### src/rtl/ysyx_22041412_fetch_buf_if.sv
// Memory read port between the fetch buffer (master) and the memory arbiter (slave).
interface ysyx_22041412_fetch_buf_if #(
  parameter int AW = 64,
  parameter int DW = 32
) ();
  logic          valid_o;
  logic          ready_i;
  logic [7:0]    r_size_o;
  logic [AW-1:0] r_addr_o;
  logic [DW-1:0] r_data_i;

  modport master (output valid_o, r_size_o, r_addr_o, input ready_i, r_data_i);
  modport slave  (input valid_o, r_size_o, r_addr_o, output ready_i, r_data_i);
endinterface

### src/rtl/ysyx_22041412_fetch_buf.sv
// Instruction-fetch front end: single-outstanding sequential reads into a DEPTH-entry
// PC-tagged FIFO; redirect flushes the queue and cancels the in-flight fetch.
//
// state | meaning
// IDLE  | no request outstanding (after reset or queue full)
// REQ   | request outstanding, returned data is queued
// DROP  | request outstanding, returned data is discarded (redirect arrived mid-request)
module ysyx_22041412_fetch_buf #(
  parameter int            AW       = 64,
  parameter int            DW       = 32,
  parameter int            DEPTH    = 4,
  parameter logic [AW-1:0] RESET_PC = AW'(64'h8000_0000),
  parameter logic [7:0]    R_SIZE   = 8'h03
) (
  input  logic          clk,
  input  logic          rst_n,
  input  logic          redirect_i,
  input  logic [AW-1:0] redirect_pc_i,
  input  logic          stall_i,
  output logic          inst_valid_o,
  output logic [DW-1:0] inst_o,
  output logic [AW-1:0] inst_pc_o,
  ysyx_22041412_fetch_buf_if.master mem
);
  localparam int            PW      = (DEPTH > 1) ? $clog2(DEPTH) : 1;
  localparam int            CW      = PW + 1;
  localparam logic [CW-1:0] DEPTH_C = CW'(DEPTH);
  localparam logic [AW-1:0] INC     = AW'(DW / 8);

  typedef enum logic [1:0] {IDLE, REQ, DROP} state_t;

  state_t        state;
  logic          run;
  logic          valid;
  logic [CW-1:0] count;
  logic [CW-1:0] count_nxt;
  logic [PW-1:0] rd_ptr;
  logic [PW-1:0] wr_ptr;
  logic [AW-1:0] fetch_pc;
  logic [AW-1:0] r_addr;
  logic [DW-1:0] data_q [DEPTH];
  logic [AW-1:0] pc_q   [DEPTH];
  logic          hs;
  logic          push;
  logic          pop;
  logic          room;

  assign hs   = valid & mem.ready_i;
  assign push = (state == REQ) & hs & ~redirect_i;
  assign pop  = (count != '0) & ~stall_i & ~redirect_i;
  assign room = count_nxt < DEPTH_C;

  always_comb begin
    count_nxt = count;
    if (redirect_i)
      count_nxt = '0;
    else if (push & ~pop)
      count_nxt = count + 1'b1;
    else if (pop & ~push)
      count_nxt = count - 1'b1;
  end

  always_ff @(posedge clk) begin
    if (!rst_n) begin
      state    <= IDLE;
      run      <= 1'b0;
      valid    <= 1'b0;
      count    <= '0;
      rd_ptr   <= '0;
      wr_ptr   <= '0;
      fetch_pc <= RESET_PC;
      r_addr   <= '0;
      for (int i = 0; i < DEPTH; i++) begin
        data_q[i] <= '0;
        pc_q[i]   <= '0;
      end
    end else begin
      // run delays the first request by one cycle after reset release
      run   <= 1'b1;
      count <= count_nxt;

      if (redirect_i) begin
        rd_ptr <= '0;
        wr_ptr <= '0;
      end else begin
        if (push) begin
          data_q[wr_ptr] <= mem.r_data_i;
          pc_q[wr_ptr]   <= fetch_pc;
          wr_ptr         <= wr_ptr + 1'b1;
        end
        if (pop)
          rd_ptr <= rd_ptr + 1'b1;
      end

      if (redirect_i)
        fetch_pc <= redirect_pc_i;
      else if (push)
        fetch_pc <= fetch_pc + INC;

      case (state)
        IDLE: begin
          if (run & room) begin
            state  <= REQ;
            valid  <= 1'b1;
            r_addr <= redirect_i ? redirect_pc_i : fetch_pc;
          end
        end
        REQ, DROP: begin
          if (hs) begin
            if (redirect_i) begin
              state  <= REQ;
              r_addr <= redirect_pc_i;
            end else if (room) begin
              state  <= REQ;
              r_addr <= (state == REQ) ? fetch_pc + INC : fetch_pc;
            end else begin
              state <= IDLE;
              valid <= 1'b0;
            end
          end else if (redirect_i) begin
            // address must stay stable until the outstanding request completes
            state <= DROP;
          end
        end
        default: begin
          state <= IDLE;
          valid <= 1'b0;
        end
      endcase
    end
  end

  assign inst_valid_o = (count != '0);
  assign inst_o       = data_q[rd_ptr];
  assign inst_pc_o    = pc_q[rd_ptr];
  assign mem.valid_o  = valid;
  assign mem.r_addr_o = r_addr;
  assign mem.r_size_o = R_SIZE;
endmodule

### src/flat_wrapper.sv
// flat-port wrapper written by rule: the top's interface ports become plain ports
module ysyx_22041412_fetch_buf_flat 
#(
  parameter int            AW       = 64,
  parameter int            DW       = 32,
  parameter int            DEPTH    = 4,
  parameter logic [AW-1:0] RESET_PC = AW'(64'h8000_0000),
  parameter logic [7:0]    R_SIZE   = 8'h03
)
  (clk, rst_n, redirect_i, redirect_pc_i, stall_i, inst_valid_o, inst_o, inst_pc_o, mem_valid_o, mem_r_size_o, mem_r_addr_o, mem_ready_i, mem_r_data_i);
  ysyx_22041412_fetch_buf_if #(.AW(AW), .DW(DW)) mem_i ();
  input  logic clk;
  input  logic rst_n;
  input  logic redirect_i;
  input  logic [AW-1:0] redirect_pc_i;
  input  logic stall_i;
  output logic inst_valid_o;
  output logic [DW-1:0] inst_o;
  output logic [AW-1:0] inst_pc_o;
  output wire logic [$bits(mem_i.valid_o)-1:0] mem_valid_o;
  output wire logic [$bits(mem_i.r_size_o)-1:0] mem_r_size_o;
  output wire logic [$bits(mem_i.r_addr_o)-1:0] mem_r_addr_o;
  input wire logic [$bits(mem_i.ready_i)-1:0] mem_ready_i;
  input wire logic [$bits(mem_i.r_data_i)-1:0] mem_r_data_i;
  assign mem_valid_o = mem_i.valid_o;
  assign mem_r_size_o = mem_i.r_size_o;
  assign mem_r_addr_o = mem_i.r_addr_o;
  assign mem_i.ready_i = mem_ready_i;
  assign mem_i.r_data_i = mem_r_data_i;
  ysyx_22041412_fetch_buf #(.AW(AW), .DW(DW), .DEPTH(DEPTH), .RESET_PC(RESET_PC), .R_SIZE(R_SIZE)) u_core (.clk(clk), .rst_n(rst_n), .redirect_i(redirect_i), .redirect_pc_i(redirect_pc_i), .stall_i(stall_i), .inst_valid_o(inst_valid_o), .inst_o(inst_o), .inst_pc_o(inst_pc_o), .mem(mem_i));
endmodule
### config.mk
export PLATFORM = sky130hd
export DESIGN_NAME = ysyx_22041412_fetch_buf_flat
export DESIGN_NICKNAME = d
export VERILOG_FILES = /design/src/rtl/ysyx_22041412_fetch_buf_if.sv /design/src/rtl/ysyx_22041412_fetch_buf.sv /design/src/flat_wrapper.sv
export SDC_FILE = /design/constraint.sdc
export NUM_CORES = 1
export LEC_CHECK = 0
export CELL_PAD_IN_SITES_DETAIL_PLACEMENT = 1
export CELL_PAD_IN_SITES_GLOBAL_PLACEMENT = 2
export CORE_ASPECT_RATIO = 1.75
export CORE_MARGIN = 10
export CORE_UTILIZATION = 38
export CTS_CLUSTER_SIZE = 20
export DETAILED_ROUTE_END_ITERATION = 8
export PLACE_DENSITY = 0.9
export SLEW_MARGIN = 0
export SYNTH_ARGS = -nofsm -noshare
export SYNTH_HDL_FRONTEND = slang
export SYNTH_SLANG_ARGS = --single-unit
### constraint.sdc
create_clock -name clk -period 11.4 [get_ports clk]
set_clock_uncertainty 0.05 [all_clocks]
set_input_delay 2.28 -clock clk [delete_from_list [all_inputs] [get_ports clk]]
set_output_delay 2.28 -clock clk [all_outputs]
set_load 0.01 [all_outputs]
* After elaboration in Yosys (flattened, before gate mapping) *
Memories as Yosys holds them, arrays and structs flattened. A register that Yosys moved wholly into a read port is not among the register bits.
Cells that the tools add are included.

cells by class
  add/sub/neg operators = 5
  multiply operators = 0
  div/mod/pow operators = 0
  $lt $le $gt $ge = 1
  equality and inequality tests = 8
  shift operators = 0
  mux-type cells = 39
  bitwise logic cells = 13
  reductions and logical operators = 11

operators by type and width
  operator                 count
  $mux W64                 9
  $pmux W64 S2             1
  $add A64 B3 Y64 const B  1
  $reduce_or A64 Y1        1
  $mux W32                 1
  $reduce_or A32 Y1        1
  $mux W2                  10
  $mux W1                  13
  $mux W3                  3
  $and A1 B1 Y1            8
  $reduce_and A4 Y1        2
  $ne A3 B2 Y1 const B     2
  $not A1 Y1               5
  $add A2 B1 Y2 const B    2
  $ne A2 B1 Y1 const B     2
  $ne A2 B2 Y1 const B     2
  $pmux W2 S2              1
  $reduce_bool A2 Y1       2
  $reduce_or A2 Y1         2
  $add A3 B1 Y3 const B    1
  $lt A3 B3 Y1 const B     1
  $reduce_bool A3 Y1       1
  $sub A3 B1 Y3 const B    1
  $eq A2 B1 Y1 const B     1
  other kinds (4)          4

word-level totals
  register bits after elaboration = 139
  latch bits = 0
  memory bits (writable) = 384
  bits in read-only memories = 0
  bits of input ports = 101
  output and inout bits = 170
  logic and storage cells = 87
  memories kept = 2

memory list
  memory         depth  bits a word  read ports  clocked after memory_dff  write ports  line                           RTL
  u_core.pc_q    4      64           1           1                         4            ysyx_22041412_fetch_buf.sv:42  logic [AW-1:0] pc_q [DEPTH];
  u_core.data_q  4      32           1           1                         4            ysyx_22041412_fetch_buf.sv:41  logic [DW-1:0] data_q [DEPTH];

* Longest topological paths before layout *
  depth in word-level cells = 13
  mapped depth = 16
  depth with buffers taken out = 12

* Worst setup path after synthesis *
No wires, ideal clock.

  path type = input port to flip-flop
  from = input mem_ready_i
  to = memory u_core.data_q[0][0] (enable)
  setup time = 0.683 ns
  arrival = 9.849 ns
  required time = 10.667 ns
  path slack = 0.818 ns
  cell stages on the path = 5
  path through = and3_1 clkbuf_1 clkbuf_1 nand2_1 o21ai_0

RTL lines
  element          line                           RTL
  start, declared  flat_wrapper.sv:23             input wire logic [$bits(mem_i.ready_i)-1:0] mem_ready_i;
  end, declared    ysyx_22041412_fetch_buf.sv:41

==> metrics.txt <==
# TYPE chip_impl_metric gauge
chip_impl_info{name="run_status",value="finished, final reports clean"} 1
chip_impl_metric{name="critical-path-max-stage-delay",unit="ns"} 1.00
chip_impl_metric{name="ctsHoldBuffers",unit=""} 0
chip_impl_metric{name="max_slew_margin_vs_limit",unit=""} 0.2881
chip_impl_metric{name="rows",unit=""} 123
chip_impl_metric{name="final_critical_path_setup_slack",unit="ns"} 5.238
chip_impl_metric{name="tritonroute_pass_1_iters",unit=""} 5
chip_impl_metric{name="worstSkewPairLatency",unit="ns"} 0.61
chip_impl_metric{name="die_width",unit="um"} 212.0
chip_impl_metric{name="fin_total_pwr",unit="W"} 0.004784
chip_impl_metric{name="synth.yosys.seq_area_share",unit=""} 0.5858
chip_impl_metric{name="grt_pass1_vias",unit=""} 19200
chip_impl_metric{name="ys_ff_latch",unit=""} 525
chip_impl_metric{name="gpl.final_weighted_congestion",unit=""} 0.9478
chip_impl_metric{name="final.fill_count",unit=""} 6852
chip_impl_metric{name="drt-initial-drc-count",unit=""} 1364
chip_impl_metric{name="power.density_cell_area",unit="nW/um^2"} 164.0
chip_impl_metric{name="yosysTopAreaCellShare",unit=""} 0.4706
chip_impl_metric{name="worst_hold_margin",unit="ns"} 0.4207
chip_impl_metric{name="post-route-period-util",unit=""} 0.5406
chip_impl_metric{name="finalNetCount",unit=""} 2450
chip_impl_metric{name="effective_utilization_at_floorplan",unit=""} 0.3818
chip_impl_metric{name="synth-async-reset-ratio",unit=""} 0
chip_impl_metric{name="synth.avg_cell_area",unit="sq um"} 11.24
chip_impl_metric{name="post_cts.resized_instances",unit=""} 0
chip_impl_metric{name="htreeDepth",unit=""} 2
chip_impl_info{name="tritoncts",value="done"} 1
chip_impl_info{name="worstPathCellList",value="buf_4 > mux4_2 > clkdlybuf4s50_1"} 1
chip_impl_info{name="worstHoldStart",value="u_core.mem.r_addr_o[3]$_SDFFE_PN0P_"} 1
chip_impl_metric{name="gr-usage-all-layers",unit=""} 0.2101
chip_impl_metric{name="hpwl",unit="um"} 54350
chip_impl_metric{name="final-max-slew-violation-count",unit=""} 0
chip_impl_metric{name="cp.required",unit="ns"} 9.07
chip_impl_metric{name="wl_per_cell",unit="um"} 25.23
chip_impl_metric{name="first_pass_grt_wire_length",unit="um"} 121400
chip_impl_metric{name="critPathMaxFanout",unit=""} 49
chip_impl_metric{name="synth_warnings",unit=""} 0
chip_impl_metric{name="die-height",unit="um"} 355.9
chip_impl_metric{name="hold_viol",unit=""} 0
chip_impl_metric{name="cts_clk_pin_slew_worst_paths",unit="ns"} 0.06
chip_impl_metric{name="numCtsBuffers",unit=""} 50
chip_impl_metric{name="design.core.area",unit="sq um"} 64180
chip_impl_metric{name="critical_path_arrival",unit="ns"} 3.83
chip_impl_metric{name="antenna_found_initial",unit=""} 1
chip_impl_metric{name="worstMarginPinSlew",unit="ns"} 1.068
chip_impl_metric{name="globalRoute.totalOverflow",unit=""} 0
chip_impl_info{name="yosys_most_used_dff",value="edfxtp_1"} 1
chip_impl_metric{name="io-pin-count",unit=""} 271
chip_impl_metric{name="synth_edf_count",unit=""} 384
chip_impl_metric{name="synthCells",unit=""} 2180
chip_impl_metric{name="area_growth_syn_to_layout",unit="%"} 19.08
chip_impl_metric{name="drtAntennaViolNets",unit=""} 0
chip_impl_info{name="worstSetupEndpointType",value="output pin"} 1
chip_impl_info{name="biggest_area_consumer_among_synthesized_cells",value="edfxtp_1"} 1
chip_impl_metric{name="drc",unit=""} 0
chip_impl_info{name="worst_path_max_delay_cell",value="dfxtp_4"} 1
chip_impl_metric{name="setup-tns-final",unit="ns"} 0
chip_impl_metric{name="final-instance-count-excl-fill",unit=""} 3195
chip_impl_metric{name="max-cap-violations",unit=""} 0
chip_impl_info{name="ctsRootBufferMaster",value="clkbuf_16"} 1
chip_impl_metric{name="avgViaCountPerCell",unit=""} 5.638
chip_impl_metric{name="place.port_buffers",unit=""} 262
chip_impl_metric{name="drive_above_1_share",unit=""} 0.09698
chip_impl_metric{name="peak_clock_frequency_supported_by_timing",unit="MHz"} 162.3
chip_impl_metric{name="grt_start_max_net_pins",unit=""} 86
chip_impl_metric{name="worstPathBufferInverterCount",unit=""} 2
chip_impl_info{name="worst_setup_path_start_kind",value="register"} 1
chip_impl_info{name="synth_area_leaders",value="edfxtp_1 (47%), dfxtp_1 (12%), mux4_2 (8.8%)"} 1
chip_impl_metric{name="dr_total_vias",unit=""} 18010
chip_impl_metric{name="cts_max_path_buffers",unit=""} 3
chip_impl_metric{name="routed_wirelength",unit="um"} 80620
chip_impl_metric{name="finalSetupViolations",unit=""} 0
chip_impl_info{name="worstReg2RegStart",value="u_core.state[1]$_SDFFE_PN0P_"} 1
chip_impl_info{name="unrepaired_setup_endpoints_after_global_routing",value="no"} 1
chip_impl_metric{name="fin_crit",unit="ns"} 6.162
chip_impl_metric{name="placedCellCount",unit=""} 3100
chip_impl_metric{name="clock_sinks",unit=""} 525
chip_impl_metric{name="pre_cts_ws",unit="ns"} 4.974
chip_impl_metric{name="power.leakage",unit="nW"} 10.35
chip_impl_metric{name="vdd_drop_max",unit="V"} 0.0001035
chip_impl_metric{name="die_footprint",unit="sq um"} 75440
chip_impl_metric{name="syn-cell-area",unit="sq um"} 24500
chip_impl_info{name="hp-class",value="register to register"} 1
chip_impl_info{name="crit_family",value="buffers and inverters"} 1
chip_impl_info{name="path_class",value="register to output pin"} 1
chip_impl_metric{name="post_cts_buffers",unit=""} 0
chip_impl_metric{name="ys_types",unit=""} 68
registers in the layout (all words and copies together), names as in the netlist, named ones only:
register and flops:
u_core.pc_q 256, u_core.state 2, u_core.run 1, u_core.rd_ptr 2, u_core.fetch_pc 64, u_core.data_q 128
u_core.mem.valid_o 1, u_core.count 3, u_core.mem.r_addr_o 64, u_core.wr_ptr 2
tightest hold or removal path: stages (launching register included):
cell,delay [ns]
dfxtp_1,0.32
nand2_1,0.05
a21oi_1,0.05
logic make-up after synthesis:
family / share of synthesized area
xor gates and xnor gates: 0.03289
adders and majority gates: 0.004596
and+or+nand+nor: 0.1605
other: 0.0003065
muxes: 0.09202
AOI/OAI and AO/OA: 0.07057
DFF: 0.5858
buffers and inverters: 0.05331
area by class of cell:
type                            count  area, sq um  share of cell area
Multi-Input combinational cell   1364         8961              0.3071
Clock inverter                     23        240.2            0.008233
Inverter                          109        409.1             0.01402
Timing Repair Buffer              290         2828             0.09691
Sequential cell                   525        14360              0.4922
Tap cell                          812         1016             0.03482
Clock buffer                       71         1360             0.04661
Antenna cell                        1        2.502          0.00008576
final timing paths:
path                                                to  depth (start not counted)  slack, ns
hold / removal     u_core.mem.r_addr_o[3]$_SDFFE_PN0P_                          2       0.42
setup reg to reg  u_core.mem.r_addr_o[29]$_SDFFE_PN0P_                         14       6.85
hold reg to reg    u_core.mem.r_addr_o[3]$_SDFFE_PN0P_                          2       0.42
setup / recovery                         inst_pc_o[49]                          3       5.24
layer usage:
metal / part of all wire / wire length (um) / global-route usage / vias up
met2: 0.50 / 40530 / 0.3611 / 588
met4: 0.042 / 3355 / 0.09118 / 0
met3: 0.057 / 4635 / 0.03565 / 145
li1: - / - / - / 8099
met1: 0.40 / 32100 / 0.2532 / 9181
met5: 0 / 0 / 0 / -
power breakdown:
| part | internal [W] | switching (W) | leakage, nW |
|---|---|---|---|
| registers | 0.00220 | 0.000123 | 5.13 |
| logic | 0.000336 | 0.000465 | 4.44 |
| clock network | 0.000927 | 0.000737 | 0.778 |
metrics by stage:
stage | utilization | instance area (sq um)
final | 0.4547 | 29180
after global routing | 0.4547 | 29180
after CTS | 0.4546 | 29180
after detailed placement | 0.4297 | 27580
after global placement | 0.4297 | 27580
after floorplan | - | 24520
Yosys cell counts, types with 59 or more instances:
library cell,instances
edfxtp_1,384
nor2_1,348
nand2_1,204
dfxtp_1,141
clkbuf_1,127
o21ai_0,112
inv_1,108
mux4_2,96
nand3_1,92
a21oi_1,81
xnor2_1,59
cell usage in the layout, fill, tap and decap left out, drive strengths merged, types with 7 or more instances in the layout:
cell	synthesis	layout
a211oi	11	11
a21oi	81	81
a31oi	25	25
and3	28	28
buf	47	30
clkbuf	141	71
clkdlybuf4s50	0	260
clkinv	1	15
conb	2	8
dfxtp	141	141
edfxtp	384	384
ha	9	9
inv	108	112
mux2i	7	7
mux4	96	96
nand2	204	204
nand2b	28	28
nand3	92	92
nand4	44	44
nor2	348	348
nor3	41	41
nor4	31	31
o211ai	19	19
o21ai	112	112
o31ai	9	9
or3	9	9
or4	7	7
xnor2	59	59
xor2	33	33
Note: power is estimated with default switching activity, not from simulation.
